==> src/rtl/gen_audio_pkg.sv <==
// gen_audio_pkg: shared audio constants and sample-format helpers for the
// FM output path (I2S framing and delta-sigma input conversion).
package gen_audio_pkg;

    localparam int SAMPLE_BITS = 16;
    localparam int SLOT_BITS   = 32;
    localparam int FRAME_BCK   = 64;

    // Philips I2S places the MSB one BCK after the LRCK transition.
    localparam int I2S_MSB_POS = 1;

    // Two's complement to offset binary: flip the sign bit so that
    // 16'h8000 (most negative) maps to 0 and 16'h7FFF maps to full scale.
    function automatic logic [SAMPLE_BITS-1:0] to_offset(input logic [SAMPLE_BITS-1:0] s);
        return {~s[SAMPLE_BITS-1], s[SAMPLE_BITS-2:0]};
    endfunction

endpackage

==> src/rtl/gen_dsm1.sv <==
// gen_dsm1: first-order delta-sigma modulator. The output is the carry out
// of a 16-bit phase accumulator, so the average duty equals din/65536.
module gen_dsm1
    import gen_audio_pkg::*;
(
    input  logic                   MCLK,
    input  logic                   RST,
    input  logic [SAMPLE_BITS-1:0] din,
    output logic                   dout
);

    logic [SAMPLE_BITS:0] acc;

    // Accumulate the offset-binary input; the carry bit is dropped back out
    // of the sum each cycle and doubles as the registered bitstream.
    always_ff @(posedge MCLK) begin
        if (RST) begin
            acc <= '0;
        end else begin
            acc <= {1'b0, acc[SAMPLE_BITS-1:0]} + {1'b0, din};
        end
    end

    assign dout = acc[SAMPLE_BITS];

endmodule

==> src/rtl/gen_i2s_out.sv <==
// gen_i2s_out: captures the stereo FM mix once per 64-BCK frame and
// serializes it as a Philips I2S stream (MSB first, one-BCK delay).
// Defining GEN_I2S_DSM_EN adds two first-order delta-sigma pin outputs;
// otherwise DS_OUT_L/R are held at 0.
module gen_i2s_out
    import gen_audio_pkg::*;
#(
    parameter int BCK_DIV = 4
) (
    input  logic        MCLK,
    input  logic        RST,
    input  logic [15:0] FM_IN_L,
    input  logic [15:0] FM_IN_R,
    input  logic        MUTE,
    output logic        SAMPLE_STB,
    output logic        I2S_BCK,
    output logic        I2S_LRCK,
    output logic        I2S_DATA,
    output logic        DS_OUT_L,
    output logic        DS_OUT_R
);

    localparam logic [7:0] DIV_LAST = 8'(BCK_DIV - 1);
    localparam logic [4:0] P_FIRST  = 5'(I2S_MSB_POS);
    localparam logic [4:0] P_LAST   = 5'(I2S_MSB_POS + SAMPLE_BITS - 1);

    logic [7:0]             div;
    logic                   bck;
    logic                   bck_fall;
    logic [5:0]             b;
    logic [5:0]             b_nxt;
    logic [SAMPLE_BITS-1:0] hold_l;
    logic [SAMPLE_BITS-1:0] hold_r;
    logic [SAMPLE_BITS-1:0] word;
    logic [4:0]             p_nxt;
    logic [4:0]             off;
    logic                   bit_nxt;
    logic                   lrck;
    logic                   data;
    logic                   stb;

    assign bck_fall = (div == DIV_LAST) && bck;
    assign b_nxt    = b + 6'd1;

    // BCK divider: toggle the bit clock every BCK_DIV MCLK cycles.
    always_ff @(posedge MCLK) begin
        if (RST) begin
            div <= '0;
            bck <= 1'b0;
        end else if (div == DIV_LAST) begin
            div <= '0;
            bck <= ~bck;
        end else begin
            div <= div + 8'd1;
        end
    end

    // Serial bit for the slot position the coming falling edge moves to,
    // so DATA and LRCK update in the same MCLK as the BCK falling edge.
    always_comb begin
        p_nxt   = b_nxt[4:0];
        word    = b_nxt[5] ? hold_r : hold_l;
        off     = p_nxt - P_FIRST;
        bit_nxt = 1'b0;
        if (p_nxt >= P_FIRST && p_nxt <= P_LAST) begin
            bit_nxt = word[4'(SAMPLE_BITS - 1) - off[3:0]];
        end
    end

    // Bit counter, serializer and frame-boundary capture, all on BCK falls.
    // Capture lands at b=0, where DATA is 0, so the new words are in place
    // before the left MSB goes out one BCK later.
    always_ff @(posedge MCLK) begin
        if (RST) begin
            b      <= '0;
            lrck   <= 1'b0;
            data   <= 1'b0;
            stb    <= 1'b0;
            hold_l <= '0;
            hold_r <= '0;
        end else begin
            stb <= 1'b0;
            if (bck_fall) begin
                b    <= b_nxt;
                lrck <= b_nxt[5];
                data <= bit_nxt;
                if (b_nxt == 6'd0) begin
                    hold_l <= MUTE ? '0 : FM_IN_L;
                    hold_r <= MUTE ? '0 : FM_IN_R;
                    stb    <= 1'b1;
                end
            end
        end
    end

    assign I2S_BCK    = bck;
    assign I2S_LRCK   = lrck;
    assign I2S_DATA   = data;
    assign SAMPLE_STB = stb;

`ifdef GEN_I2S_DSM_EN
    logic [SAMPLE_BITS-1:0] u_l;
    logic [SAMPLE_BITS-1:0] u_r;

    assign u_l = to_offset(hold_l);
    assign u_r = to_offset(hold_r);

    gen_dsm1 u_dsm_l (
        .MCLK (MCLK),
        .RST  (RST),
        .din  (u_l),
        .dout (DS_OUT_L)
    );

    gen_dsm1 u_dsm_r (
        .MCLK (MCLK),
        .RST  (RST),
        .din  (u_r),
        .dout (DS_OUT_R)
    );
`else
    assign DS_OUT_L = 1'b0;
    assign DS_OUT_R = 1'b0;
`endif

endmodule

==> config.mk <==
export PLATFORM = sky130hd
export DESIGN_NAME = gen_i2s_out
export DESIGN_NICKNAME = d
export VERILOG_FILES = /design/src/rtl/gen_audio_pkg.sv /design/src/rtl/gen_dsm1.sv /design/src/rtl/gen_i2s_out.sv
export SDC_FILE = /design/constraint.sdc
export NUM_CORES = 1
export LEC_CHECK = 0
export ABC_AREA = 1
export CAP_MARGIN = 15
export CELL_PAD_IN_SITES_DETAIL_PLACEMENT = 1
export CELL_PAD_IN_SITES_GLOBAL_PLACEMENT = 2
export CORE_MARGIN = 2
export CORE_UTILIZATION = 35
export CTS_CLUSTER_DIAMETER = 30
export DETAILED_ROUTE_END_ITERATION = 10
export DONT_BUFFER_PORTS = 1
export HOLD_SLACK_MARGIN = 0.02
export PLACE_DENSITY_LB_ADDON = 0.1
export SETUP_SLACK_MARGIN = 0.3
export SYNTH_ARGS = -nofsm -noshare
export SYNTH_HDL_FRONTEND = slang
export SYNTH_SLANG_ARGS = --single-unit
==> constraint.sdc <==
create_clock -name MCLK -period 2.1 [get_ports MCLK]
set_input_delay 0.63 -clock MCLK [delete_from_list [all_inputs] [get_ports MCLK]]
set_output_delay 0.63 -clock MCLK [all_outputs]
set_load 0.005 [all_outputs]
# == Yosys cells after proc, flatten, opt, wreduce, memory -nomap -nowiden ==
# Index checks and enable logic that the tools add are counted.
# classes
magnitude_cmp,3
n_reduce_logical,6
bitwise,2
n_eq_ne,1
mux,7
n_addsub,4
# op_table
operator,count
2-to-1 mux 16 bit,3
adder 8 x 1 -> 8 bit (second input constant),1
equality test 8 x 2 -> 1 bit (second input constant),1
adder 6 x 1 -> 6 bit (second input constant),1
logical NOT 6 bit,1
>= comparator 5 x 1 -> 1 bit (second input constant),1
<= comparator 5 bit (second input constant),1
less-than comparator 4 x 5 -> 1 bit (second input constant),1
binary-select mux 1 bit (select 4 bit),1
OR reduction 2 bit,2
subtractor 4 x 1 -> 4 bit (second input constant),1
subtractor 4 bit (first input constant),1
2-to-1 mux 1 bit,3
logical AND 1 bit,2
NOT 1 bit,2
AND reduction 2 bit,1
# totals
out_inout_bits,6
elab_cells,31
input_bits,35
reg_bits,50

# == Longest topological paths before layout ==
# logic_depth
depth_word,6
depth_mapped,13
depth_no_buf,12

# == Worst setup path before layout ==
# Ideal clock, no wire load.
# synth_timing
path_type,register -> register
from,register b[0]
to,register data (netlist: I2S_DATA)
path_stages_with_launch,12
arrival_ns,1.642
required_ns,2.030
period_less_slack_ns,1.711
setup_slack_ns,0.389
path_buffers,0
setup_time_ns,0.070
path_cell_list,dfxtp_1 inv_1 ha_1 nor2_1 o21ai_0 nand2_1 inv_1 nor2_1 inv_1 nand3_1 nand3_1 a21oi_1
# synth_via
elab_chain_len,6
elab_cells_between_ends,10
classes_between,add/sub (3); order compare (2); mux (4); reduce/logical (1)
# synth_rtl
element,line_no,source
from (decl),gen_i2s_out.sv:30,logic [5:0] b;
from (signal assigned),gen_i2s_out.sv:84,b <= b_nxt;
adder 6 x 1 -> 6 bit (*),gen_i2s_out.sv:43,assign b_nxt = b + 6'd1;
via b_nxt[0],gen_i2s_out.sv:31,logic [5:0] b_nxt;
subtractor 4 x 1 -> 4 bit,gen_i2s_out.sv:63,off = p_nxt - P_FIRST;
subtractor 4 bit,gen_i2s_out.sv:66,bit_nxt = word[4'(SAMPLE_BITS - 1) - off[3:0]];
binary-select mux 1 bit (select 4 bit),gen_i2s_out.sv:66,
2-to-1 mux 1 bit (implied by the code),gen_i2s_out.sv:66,
2-to-1 mux 1 bit (*),gen_i2s_out.sv:65,if (p_nxt >= P_FIRST && p_nxt <= P_LAST) begin
to (signal assigned),gen_i2s_out.sv:86,data <= bit_nxt;
to (decl),gen_i2s_out.sv:39,logic data;
# The timed path passes the listed nets; every way through them passes the cells marked *. The select of a mux whose other input is x is not followed.
# A chain may end at the register's enable or synchronous reset.

# == Worst setup path in the final report ==
# layout_timing
from,register b[0]
to,register hold_r[4]
# layout_via
elab_chain_len,3
# layout_rtl
element,line_no,source
adder 6 x 1 -> 6 bit,gen_i2s_out.sv:43,
logical NOT 6 bit,gen_i2s_out.sv:87,if (b_nxt == 6'd0) begin
AND reduction 2 bit (no source line),n/a,
to (signal assigned),gen_i2s_out.sv:89,hold_r <= MUTE ? '0 : FM_IN_R;
to (decl),gen_i2s_out.sv:33,logic [SAMPLE_BITS-1:0] hold_r;
# Every way passes these cells.

==> out/metrics.cfg <==
[die]
placeableCoreArea_um2=6794
die_area_um2=7681
die_h_um=87.64
floorplan.rows=30
io_pins=41
effective_utilization_at_floorplan_pct=36.04
die_width_um=87.64

[timing]
finalSetupViolCount=0
final_cycle_share_pct=84.25
worst_pin_slew_ps=588.0
rsz_0062_raised_after_global_routing=true
finalHoldViolCount=0
slew_headroom_pct=60.53
timing.fmax_mhz=565.2
fin_setup_tns_ps=0
layout_min_cycle_time_ps=1769
skew_ps=9.463
setup_slack_ps=330.8
timing.final.max_slew_violations=0

[cts]
clock-root-buffer=sky130_fd_sc_hd__clkbuf_8
tritoncts_clock_tree=yes
cts.htree.levels=2
numCtsBuffers=5
clkLatencyLatePin_ps=300
ctsHoldBuffers=0
cts_sinks=49
clockBufferDepth=2
cts.clk_slew.worst_paths_ps=90

[outcome]
status=finished, final reports clean

[worst_setup_path]
crit_path_cell_trace=ha_1 -> nand2_2 -> inv_4 -> nand2_2 -> xor2_2 -> nor2_4 -> nand4_4 -> nor2_8 -> buf_12 -> nand3_1 -> nand2_1
critPathArrivalTime_ps=2010
largest_stage_delay_worst_path_ps=370
critPathMostFrequentCell=sky130_fd_sc_hd__nand2_2
crit_path_category=flip-flop to flip-flop
end_kind=flip-flop
path_max_fanout=20
start_kind=flip-flop
reg2reg_setup_slack_ps=330
worst_path_max_delay_cell=sky130_fd_sc_hd__dfxtp_2
worst_ep_required_time_ps=2340

[min_path]
worstHoldPathType=input pin to flip-flop

[global_route]
global_route.overflow_total=0
grt_util_all_layers_pct=17.87
grt_pass1_vias=2164
antenna_found_initial=0
grt_start_max_net_pins=27
grt_pass1_wl_um=10700

[placed_design]
gp_routability_congestion=0.7502
port-buffer-count=0
place_ws_ps=189.6
place_hpwl_um=4833

[logic_synthesis]
synth_cell_types=30
ys_dominant_reg_cell=sky130_fd_sc_hd__dfxtp_1
synth_largest_type_area_fraction_pct=40.06
compound_gate_fraction_of_synth_area_pct=6.438
synth_area_in_adders_pct=1.533
ys_ff_latch=49
post_synth_inst_count=341
synth-edff-count=0
synth.cell_area_um2=2449
synth.avg_cell_area_um2=7.181
synth_mux_area_share_pct=0
yosys_warnings=0
ys_async_sr_fraction_pct=0
synthXorXnorAreaFrac_pct=0.7154
synth_top_family_by_area=simple AND/OR/NAND/NOR gates
sequential_to_total_area_share_from_yosys_stat_pct=40.06
synthTopCellsByArea=sky130_fd_sc_hd__dfxtp_1 (40%), sky130_fd_sc_hd__nand3_1 (16%), sky130_fd_sc_hd__nand2_1 (13%)
netlist.top_cell.by_area=sky130_fd_sc_hd__dfxtp_1
synth_simple_gate_area_share_pct=41.85

[route]
vias=2172
antenna_violating_nets_remaining=0
drcViolationCount=0
routed_wirelength_um=6534
route.detailed.wl_per_inst_um=14.75
vias_per_cell=4.903
initialDrtViolationCount=76
drt_pre_antenna_iters=4

[power_and_ir_drop]
total_power_mw=1.810
peakVddDrop_mv=0.2862
power_per_cell_area_nw_per_um2=646.5
power.static_leakage_nw=1.211

[flow_run]
max_capacitance_violation_count=0

[final_layout]
finish.net_count=384
area_growth_syn_to_layout_pct=14.36
drive_above_1_share_pct=15.56
final_core_utilization_pct=41.22
layout.cells.most_common_list=sky130_fd_sc_hd__nand2_1 (87), sky130_fd_sc_hd__nand3_1 (78), sky130_fd_sc_hd__dfxtp_1 (46), sky130_fd_sc_hd__inv_1 (28), sky130_fd_sc_hd__nor2_1 (16)
final_common_cell=sky130_fd_sc_hd__nand2_1
antenna_cells=0

-- sequential cells by signal (all words and copies together), names as in the netlist --
name        flops
b               6
hold_r         16
div             8
I2S_DATA        1
SAMPLE_STB      1
I2S_BCK         1
hold_l         16
-- layout make-up --
type / instances / area, um2
fill: 863 / 3994
multi-input combinational: 246 / 1305
sequential: 49 / 984.7
timing repair buffer: 15 / 145.1
tap: 96 / 120.1
inverter: 29 / 111.4
clock buffer: 5 / 68.82
clock inverter: 3 / 65.06
-- routing by layer --
layer / GRT usage, % / routed length (um) / vias up
met5: 0 / 0 / -
met3: 3.864 / 242 / 4
met1: 24.13 / 3158 / 1015
met2: 29.61 / 3102 / 32
li1: - / - / 1121
met4: 3.357 / 31 / 0
-- metrics by stage --
step	instance area, um2	cells	hold WS [ps]
6_report	2800	443	384.1
5_1_grt	2800	443	371.8
4_1_cts	2731	441	370.5
3_5_place_dp	2577	432	442.0
3_3_place_gp	2577	432	430.8
2_1_floorplan	2452	342	417.9
-- where the power goes --
part	internal [mW]	switching [mW]	total [mW]	leakage, nW
registers	0.937	0.00688	0.944	0.397
clock network	0.473	0.321	0.794	0.0681
logic	0.0223	0.0497	0.0719	0.746
total	1.43	0.377	1.81	1.21
-- critical path: cells and delay by family, from the launching register on --
family | cells | cell delay (ps)
xor gates and xnor gates | 1 | 170
adders and majority gates | 1 | 190
buffers and inverters | 2 | 260
DFF | 1 | 370
and+or+nand+nor | 7 | 710
-- final timing paths --
kind	depth (start not counted)	to	startpoint
max	11	hold_r[4]$_SDFFE_PP0P_	b[0]$_SDFFE_PP0P_
min	1	I2S_DATA$_SDFFE_PP0P_	RST
max reg2reg	11	hold_r[4]$_SDFFE_PP0P_	b[0]$_SDFFE_PP0P_
min reg2reg	1	div[0]$_SDFF_PP0_	div[0]$_SDFF_PP0_
-- synthesized netlist by cell type, drive strengths merged (2+ instances only) --
cell and n:
nand2 91, nand4 2, nor2 22, nor3b 2, a211oi 3, xor2 2, a21oi 14, ha 3
dfxtp 49, nor3 3, clkbuf 8, buf 11, o21ai 10, inv 29, nand3 89
-- repair_timing --
item | in CTS | in global routing
resized for setup | 7 | 9
pin swaps | 1 | 2
gates cloned | 0 | 1
endpoints found under the setup margin | 33 | 33
setup buffers | 1 | 1
-- logic make-up after synthesis --
| family | after synthesis |
|---|---|
| buffers and inverters | 48 |
| AOI/OAI and AO/OA | 28 |
| other | 1 |
| xor gates and xnor gates | 2 |
| DFF | 49 |
| adders and majority gates | 3 |
| and+or+nand+nor | 210 |
Power figures use the tool's default switching activity.
